<file path="config.mk">
export PLATFORM = sky130hd
export DESIGN_NAME = lvds_7to1_rx_align
export DESIGN_NICKNAME = d
export VERILOG_FILES = /design/src/rtl/lvds_7to1_rx_pkg.sv /design/src/rtl/lvds_7to1_rx_unmap.sv /design/src/rtl/lvds_7to1_rx_align.sv
export SDC_FILE = /design/constraint.sdc
export NUM_CORES = 1
export LEC_CHECK = 0
export ABC_AREA = 1
export CAP_MARGIN = 20
export CORE_MARGIN = 5
export CORE_UTILIZATION = 30
export CTS_CLUSTER_SIZE = 28
export DETAILED_ROUTE_END_ITERATION = 8
export PLACE_DENSITY = 0.52
export SLEW_MARGIN = 20
export SYNTH_ARGS = -nofsm -noshare
export SYNTH_HDL_FRONTEND = slang
export SYNTH_SLANG_ARGS = --single-unit
export TNS_END_PERCENT = 30
</file>
<file path="constraint.sdc">
create_clock -name I_pix_clk -period 3.9 [get_ports I_pix_clk]
set_input_delay 1.17 -clock I_pix_clk [delete_from_list [all_inputs] [get_ports I_pix_clk]]
set_output_delay 1.17 -clock I_pix_clk [all_outputs]
set_load 0.005 [all_outputs]
</file>
<file path="src/rtl/lvds_7to1_rx_pkg.sv">
// Shared constants and types for the LVDS 7:1 receive aligner: lane width,
// clock-lane pattern, aligner state encoding and the recovered pixel record.
package lvds_7to1_rx_pkg;

    localparam int LANE_W = 7;
    localparam logic [LANE_W-1:0] CLK_PAT = 7'b1100011;

    typedef enum logic [1:0] {
        ST_SEARCH = 2'd0,
        ST_WAIT   = 2'd1,
        ST_CHECK  = 2'd2,
        ST_LOCKED = 2'd3
    } rx_state_e;

    typedef struct packed {
        logic [7:0] r;
        logic [7:0] g;
        logic [7:0] b;
        logic       hs;
        logic       vs;
        logic       de;
    } rx_pixel_t;

    // Slip position counter wraps after the seventh bit position.
    function automatic logic [2:0] slip_next(input logic [2:0] cnt);
        return (cnt == 3'd6) ? 3'd0 : cnt + 3'd1;
    endfunction

endpackage

</file>
<file path="src/rtl/lvds_7to1_rx_unmap.sv">
// Combinational lane-to-pixel unmapper for the 4-lane RGB888 7:1 link.
// Default is the VESA bit map; defining RX_JEIDA_EN selects the JEIDA map.
module lvds_7to1_rx_unmap
    import lvds_7to1_rx_pkg::*;
(
    input  logic [LANE_W-1:0] rx_0,
    input  logic [LANE_W-1:0] rx_1,
    input  logic [LANE_W-1:0] rx_2,
    input  logic [LANE_W-1:0] rx_3,
    output rx_pixel_t         pix
);

    // The reserved slot on lane 3 carries no information.
    logic rsvd_unused_s;
    assign rsvd_unused_s = rx_3[0];

    // Bit 6 of every lane word is the first bit in time.
    always_comb begin
        pix = '0;
`ifdef RX_JEIDA_EN
        pix.r  = {rx_0[1], rx_0[2], rx_0[3], rx_0[4], rx_0[5], rx_0[6], rx_3[5], rx_3[6]};
        pix.g  = {rx_1[2], rx_1[3], rx_1[4], rx_1[5], rx_1[6], rx_0[0], rx_3[3], rx_3[4]};
        pix.b  = {rx_2[3], rx_2[4], rx_2[5], rx_2[6], rx_1[0], rx_1[1], rx_3[1], rx_3[2]};
`else
        pix.r  = {rx_3[5], rx_3[6], rx_0[1], rx_0[2], rx_0[3], rx_0[4], rx_0[5], rx_0[6]};
        pix.g  = {rx_3[3], rx_3[4], rx_1[2], rx_1[3], rx_1[4], rx_1[5], rx_1[6], rx_0[0]};
        pix.b  = {rx_3[1], rx_3[2], rx_2[3], rx_2[4], rx_2[5], rx_2[6], rx_1[0], rx_1[1]};
`endif
        pix.hs = rx_2[2];
        pix.vs = rx_2[1];
        pix.de = rx_2[0];
    end

endmodule

</file>
<file path="src/rtl/lvds_7to1_rx_align.sv">
// LVDS 7:1 receive word aligner: bit-slips the deserializer until the clock
// lane matches CLK_PAT, qualifies lock, then registers the unmapped pixel.
// Lane map selected by RX_JEIDA_EN (see lvds_7to1_rx_unmap).
module lvds_7to1_rx_align
    import lvds_7to1_rx_pkg::*;
#(
    parameter int LOCK_CNT  = 64,
    parameter int SLIP_WAIT = 4,
    parameter int LOSS_CNT  = 4
) (
    input  logic              I_pix_clk,
    input  logic              I_rst_n,
    input  logic [LANE_W-1:0] I_clk_word,
    input  logic [LANE_W-1:0] I_rx_0,
    input  logic [LANE_W-1:0] I_rx_1,
    input  logic [LANE_W-1:0] I_rx_2,
    input  logic [LANE_W-1:0] I_rx_3,
    output logic              O_bitslip,
    output logic              O_lock,
    output logic [2:0]        O_slip_cnt,
    output logic              O_hs,
    output logic              O_vs,
    output logic              O_de,
    output logic [7:0]        O_data_r,
    output logic [7:0]        O_data_g,
    output logic [7:0]        O_data_b
);

    localparam logic [7:0] LOCK_CNT_C  = 8'(LOCK_CNT);
    localparam logic [3:0] SLIP_WAIT_C = 4'(SLIP_WAIT);
    localparam logic [3:0] LOSS_CNT_C  = 4'(LOSS_CNT);

    rx_state_e  state_r;
    logic [7:0] match_cnt_r;
    logic [3:0] wait_cnt_r;
    logic [3:0] loss_cnt_r;
    logic [2:0] slip_cnt_r;
    logic       bitslip_r;
    logic       lock_r;
    rx_pixel_t  pix_r;

    logic       match_s;
    logic       loss_hit_s;
    logic       pix_valid_s;
    rx_pixel_t  pix_s;

    lvds_7to1_rx_unmap u_unmap (
        .rx_0 (I_rx_0),
        .rx_1 (I_rx_1),
        .rx_2 (I_rx_2),
        .rx_3 (I_rx_3),
        .pix  (pix_s)
    );

    // Pixels pass only while locked and not on the cycle that drops lock.
    always_comb begin
        match_s     = (I_clk_word == CLK_PAT);
        loss_hit_s  = 1'b0;
        pix_valid_s = 1'b0;
        if ((state_r == ST_LOCKED) && !match_s && ((loss_cnt_r + 4'd1) == LOSS_CNT_C)) begin
            loss_hit_s = 1'b1;
        end else begin
            loss_hit_s = 1'b0;
        end
        if ((state_r == ST_LOCKED) && !loss_hit_s) begin
            pix_valid_s = 1'b1;
        end else begin
            pix_valid_s = 1'b0;
        end
    end

    // Alignment FSM with its counters and registered control outputs.
    always_ff @(posedge I_pix_clk or negedge I_rst_n) begin
        if (!I_rst_n) begin
            state_r     <= ST_SEARCH;
            match_cnt_r <= 8'd0;
            wait_cnt_r  <= 4'd0;
            loss_cnt_r  <= 4'd0;
            slip_cnt_r  <= 3'd0;
            bitslip_r   <= 1'b0;
            lock_r      <= 1'b0;
        end else begin
            bitslip_r <= 1'b0;
            case (state_r)
                ST_SEARCH: begin
                    if (match_s) begin
                        match_cnt_r <= 8'd1;
                        if (LOCK_CNT_C == 8'd1) begin
                            state_r    <= ST_LOCKED;
                            lock_r     <= 1'b1;
                            loss_cnt_r <= 4'd0;
                        end else begin
                            state_r <= ST_CHECK;
                        end
                    end else begin
                        bitslip_r  <= 1'b1;
                        slip_cnt_r <= slip_next(slip_cnt_r);
                        wait_cnt_r <= SLIP_WAIT_C;
                        state_r    <= ST_WAIT;
                    end
                end
                ST_WAIT: begin
                    if (wait_cnt_r <= 4'd1) begin
                        wait_cnt_r <= 4'd0;
                        state_r    <= ST_SEARCH;
                    end else begin
                        wait_cnt_r <= wait_cnt_r - 4'd1;
                    end
                end
                ST_CHECK: begin
                    if (match_s) begin
                        if ((match_cnt_r + 8'd1) == LOCK_CNT_C) begin
                            match_cnt_r <= 8'd0;
                            loss_cnt_r  <= 4'd0;
                            lock_r      <= 1'b1;
                            state_r     <= ST_LOCKED;
                        end else begin
                            match_cnt_r <= match_cnt_r + 8'd1;
                        end
                    end else begin
                        match_cnt_r <= 8'd0;
                        state_r     <= ST_SEARCH;
                    end
                end
                ST_LOCKED: begin
                    if (match_s) begin
                        loss_cnt_r <= 4'd0;
                    end else if (loss_hit_s) begin
                        loss_cnt_r <= 4'd0;
                        slip_cnt_r <= 3'd0;
                        lock_r     <= 1'b0;
                        state_r    <= ST_SEARCH;
                    end else begin
                        loss_cnt_r <= loss_cnt_r + 4'd1;
                    end
                end
                default: begin
                    lock_r  <= 1'b0;
                    state_r <= ST_SEARCH;
                end
            endcase
        end
    end

    // Single pixel register stage, blanked when not qualified.
    always_ff @(posedge I_pix_clk or negedge I_rst_n) begin
        if (!I_rst_n) begin
            pix_r <= '0;
        end else if (pix_valid_s) begin
            pix_r <= pix_s;
        end else begin
            pix_r <= '0;
        end
    end

    assign O_bitslip  = bitslip_r;
    assign O_lock     = lock_r;
    assign O_slip_cnt = slip_cnt_r;
    assign O_hs       = pix_r.hs;
    assign O_vs       = pix_r.vs;
    assign O_de       = pix_r.de;
    assign O_data_r   = pix_r.r;
    assign O_data_g   = pix_r.g;
    assign O_data_b   = pix_r.b;

endmodule

</file>
After elaboration in Yosys (flattened, before gate mapping)
Index checks and enable logic that the tools add are counted.
W data, S select, Z words.
{"block": "word_totals", "reg_bits": 50, "wordCells": 83}
{"block": "classes", "add_sub_neg": 4, "n_lt_le_gt_ge": 1, "n_eq_ne": 15, "mux": 34, "reduce_logical": 16}
{"op": "$mux W27", "count": 1}
{"op": "$mux W4", "count": 6}
{"op": "$mux W8", "count": 3}
{"op": "$pmux W4 S2", "count": 2}
{"op": "$pmux W8 S2", "count": 1}
{"op": "$ne A2 B2 Y1 const B", "count": 7}
{"op": "$mux W2", "count": 6}
{"op": "$mux W3", "count": 4}
{"op": "$add A8 B1 Y8 const B", "count": 1}
{"op": "$eq A8 B7 Y1 const B", "count": 1}
{"op": "$mux W1", "count": 8}
{"op": "$pmux W2 S4", "count": 1}
{"op": "$reduce_and A4 Y1", "count": 2}
{"op": "$reduce_bool A2 Y1", "count": 4}
{"op": "$eq A7 B7 Y1 const B", "count": 1}
{"op": "$pmux W3 S2", "count": 1}
{"op": "$reduce_and A5 Y1", "count": 1}
{"op": "$add A4 B1 Y4 const B", "count": 1}
{"op": "$eq A2 B2 Y1 const B", "count": 2}
{"op": "$eq A4 B3 Y1 const B", "count": 1}
{"op": "$le A4 B1 Y1 const B", "count": 1}
{"op": "$reduce_and A2 Y1", "count": 2}
{"op": "$sub A4 B1 Y4 const B", "count": 1}
{"op": "$add A3 B1 Y3 const B", "count": 1}
{"op": "other kinds (8)", "count": 11}

Depth between registers and ports, before layout
{"block": "logic_depth", "ltp_word": 9, "ltp_mapped": 12, "mapped_depth_nobuf": 12}

By module
A second synthesis with hierarchy kept.
{"block": "unflattened", "cells_unflattened": 285, "area_unflattened_um2": 2451.1}
{"mod": "lvds_7to1_rx_align", "instances": 1, "cells_each": 258, "area_per_inst_um2": 2248.4, "seq_area_each_um2": 1251.2}
{"mod": "lvds_7to1_rx_unmap", "instances": 1, "cells_each": 27, "area_per_inst_um2": 202.7, "seq_area_each_um2": 0.0}

Worst setup path after synthesis
Ideal clock, no wire load.
{"block": "synth_path", "path_type": "input to register", "startpoint": "in I_clk_word[1]", "endpoint": "reg match_cnt_r[6]", "setup_ps": 83, "t_arrival_ps": 1990, "required_time_ps": 3817, "setup_slack_ps": 1828, "cell_stages": 7, "path_buffers": 0, "cell_sequence": "nand2_1 nand3b_2 inv_1 nand2_1 nand2_1 nand3_1 o22ai_1"}
{"block": "synth_between", "elab_chain_cells": 3, "word_cells_on_any_way": 5, "cone_classes": "2 x eq/ne; 2 x mux; 1 x reduce/logical"}
{"element": "start: declaration", "line": "lvds_7to1_rx_align.sv:13", "text": "input logic [LANE_W-1:0] I_clk_word,"}
{"element": "$eq A7 B7 Y1 *", "line": "lvds_7to1_rx_align.sv:57", "text": "match_s = (I_clk_word == CLK_PAT);"}
{"element": "$mux W8 / $ne A2 B2 Y1 (equally long branches)"}
{"element": "$pmux W8 S2 / $reduce_and A2 Y1 (equally long branches)"}
{"element": "end signal: assignment", "line": "lvds_7to1_rx_align.sv:118", "text": "match_cnt_r <= match_cnt_r + 8'd1;"}
{"element": "end: declaration", "line": "lvds_7to1_rx_align.sv:34", "text": "logic [7:0] match_cnt_r;"}
Every way passes the cells marked *; elsewhere a longest branch is shown, timed or not.
A chain may end at the register's enable or synchronous reset.

Final worst setup path
{"block": "layout_path", "startpoint": "in I_clk_word[5]", "endpoint": "reg match_cnt_r[6]"}
The elaborated chain is that of the path after synthesis.

==> results.py <==
metrics = {
    "sta": {
        "tns_ps": 0,
        "max_slew_margin": 0.549,
        "hold_viol_final": 0,
        "rsz0062_at_grt": "false",
        "worst_slew_pin_slew_ps": 677,
        "post-route-period-util": 0.627,
        "min_period_ps": 2450,
        "finalClockSkew_ps": 1.86,
        "fmax_ghz": 0.409,
        "fin_ws_ps": 1450,
        "setup_viol": 0,
        "maxSlewViolCount": 0,
    },
    "clocking": {
        "clk_pin_slew_ps": 90,
        "cts_hold_repair.buffers": 0,
        "htreeDepth": 2,
        "post_cts.repair.setup_buffers": 0,
        "cts_resized": 0,
        "numCtsBuffers": 5,
        "cts.sinks": 50,
        "cts_buffer_depth": 2,
        "worstSkewPairLatency_ps": 290,
        "clock-root-buffer": "clkbuf_8",
        "cts_tree": "built",
    },
    "global_routing": {
        "grt_pass1_wl_um": 8450,
        "grt_pass1_vias": 1926,
        "grt_max_degree": 32,
        "overflow": 0,
        "antenna_found_initial": 0,
        "track_usage": 0.118,
    },
    "critical_path": {
        "worstSetupEndpointType": "flip-flop",
        "critPathMaxFanout": 8,
        "critPathKind": "input pin to flip-flop",
        "cp-start-kind": "input pin",
        "regToRegStartpoint": "wait_cnt_r[1]",
        "crit_start": "I_clk_word[5]",
        "cp-endpoint": "match_cnt_r[6]",
        "crit_arrival_ps": 2670,
        "crit_path_top_delay_cell": "clkdlybuf4s50_1",
        "worstPathCellList": "clkdlybuf4s50_1, nand2_1, nor2_1, nand3b_2, inv_1, nand2_1, nand2_1, nand3_1, o22ai_1",
        "critPathMostFrequentCell": "nand2_1",
        "critPathMaxStageDelay_ps": 450,
        "r2r_end": "state_r[0]",
        "rrSetupSlack_ps": 2150,
        "r2r_cells": 8,
        "critical_path_required_ps": 4120,
    },
    "layout": {
        "layout-drive-gt1-share": 0.0595,
        "area_delta_synth_final_pct": 40.9,
        "diodes": 0,
        "most-common-layout-cells": "66 x clkdlybuf4s50_1, 52 x inv_1, 50 x dfrtp_1, 49 x nand2_1, 42 x nor2_1",
        "layout_commonest_cell": "clkdlybuf4s50_1",
        "fillers": 760,
        "nets": 376,
    },
    "place": {
        "dp_slack_ps": 1130,
        "gp_congestion": 0.782,
        "port_buffers": 67,
        "hpwl_um": 3650,
    },
    "synthesis": {
        "ys_types": 26,
        "ys_ff_latch": 50,
        "netlist_area_um2": 2210,
        "synthCells": 261,
        "synth_nets": 302,
        "synth-seq-area-share": 0.565,
        "yosysWarningCount": 0,
        "postSynthAreaPerCell_um2": 8.48,
    },
    "drt": {
        "m1WireLength_um": 2150,
        "wirelength_um": 4850,
        "drt_iter0_drc": 73,
        "wl_met2_um": 1960,
        "routed_via_density": 4.26,
        "postRouteAntennaNets": 0,
        "wl_met3_um": 713,
        "drc": 0,
        "avgRoutedWirePerCell_um": 11.2,
        "drtPass1Iterations": 4,
        "vias": 1851,
        "top_layer": "met4",
    },
    "floorplan": {
        "die_w_um": 95.9,
        "dieArea_um2": 9200,
        "die_y_um": 95.9,
        "placementRows": 31,
        "fp.coreArea_um2": 7210,
        "start_util": 0.307,
        "top_level_ports": 69,
    },
    "power": {
        "p_per_area_nw_per_um2": 404,
        "peakVddDrop_v": 0.000173,
        "leakage_nw": 1.58,
    },
    "status": {
        "status": "completed",
    },
    "run": {
        "max-cap-violations": 0,
    },
    "min_path": {
        "min_path_type": "flip-flop to flip-flop",
    },
}
-- state kept, by name, indices dropped and copies added (netlist names) --
register and flops:
O_bitslip 1, O_data_b 8, O_data_g 8, O_data_r 8
O_de 1, O_hs 1, O_lock 1, O_slip_cnt 3
O_vs 1, loss_cnt_r 4, match_cnt_r 8, state_r 2
wait_cnt_r 4
-- cells by family after synthesis --
| group | Yosys count | synth area share |
|---|---|---|
| simple gates | 127 | 0.250 |
| flops | 50 | 0.565 |
| buf+inv | 54 | 0.0927 |
| compound gates | 25 | 0.0650 |
| fa+ha+maj | 4 | 0.0226 |
| xor+xnor | 1 | 0.00396 |
-- metrics by stage --
stage          utilization  instances  hold slack (ps)  total power [mW]  area [µm²]
4_1_cts              0.432        435              504              1.28        3120
3_5_place_dp         0.417        427              480             0.908        3010
6_report             0.432        435              501              1.26        3120
5_1_grt              0.432        435              518              1.36        3120
3_3_place_gp         0.417        427              475             0.903        3010
2_1_floorplan            -        261              474             0.781        2210
-- routing by layer --
metal,global-route usage,up-vias
met3,0.0821,4
met4,0.0284,0
met2,0.173,59
li1,-,949
met1,0.140,839
met5,0,-
-- final cells by class --
class	count	area [µm²]	area share
timing repair buffer	69	681	0.218
multi-input combinational	157	757	0.243
clock inverter	2	37.5	0.0120
inverter	52	195	0.0626
sequential	50	1250	0.401
clock buffer	6	72.6	0.0233
tap	99	124	0.0397
-- worst min-delay path by stage --
stage                      start      to  cells after the start
after detailed placement  O_lock  O_lock                      2
final                     O_lock  O_lock                      2
after global routing      O_lock  O_lock                      2
after CTS                 O_lock  O_lock                      2
after global placement    O_lock  O_lock                      2
after floorplan           O_lock  O_lock                      2
-- power breakdown --
group / internal, mW / leakage, nW / switching [mW] / total (mW)
combinational: 0.144 / 0.842 / 0.138 / 0.282
clock: 0.192 / 0.0514 / 0.173 / 0.364
sequential: 0.568 / 0.683 / 0.0443 / 0.612
-- synthesized netlist by cell type --
cell type  count  share of area
o22ai_1        5          0.014
o21ai_1        1         0.0023
nor3_1         2         0.0045
o21bai_1       1         0.0034
inv_1         52          0.088
nor2_4         1         0.0051
ha_1           4          0.023
a21oi_1        2         0.0045
a21boi_1       1         0.0034
nand2_1       49          0.083
a31oi_1        1         0.0028
xor2_1         1         0.0040
nor2_2         4          0.011
or2_2          1         0.0028
nand3b_1       1         0.0034
nand2_2        1         0.0028
o31ai_1        1         0.0034
nand4_1        3         0.0085
a21oi_2        1         0.0040
nor2_1        42          0.071
nand2_4        1         0.0051
nand3_1       21          0.047
dfrtp_1       50           0.57
o21ai_0       12          0.027
nand3b_2       1         0.0051
buf_2          2         0.0045
-- worst max-delay path, delay by kind of cell --
kind | cells | cell delay, ps
compound gates | 1 | 130
buf+inv | 2 | 600
simple gates | 6 | 770
Power figures use the tool's default switching activity.
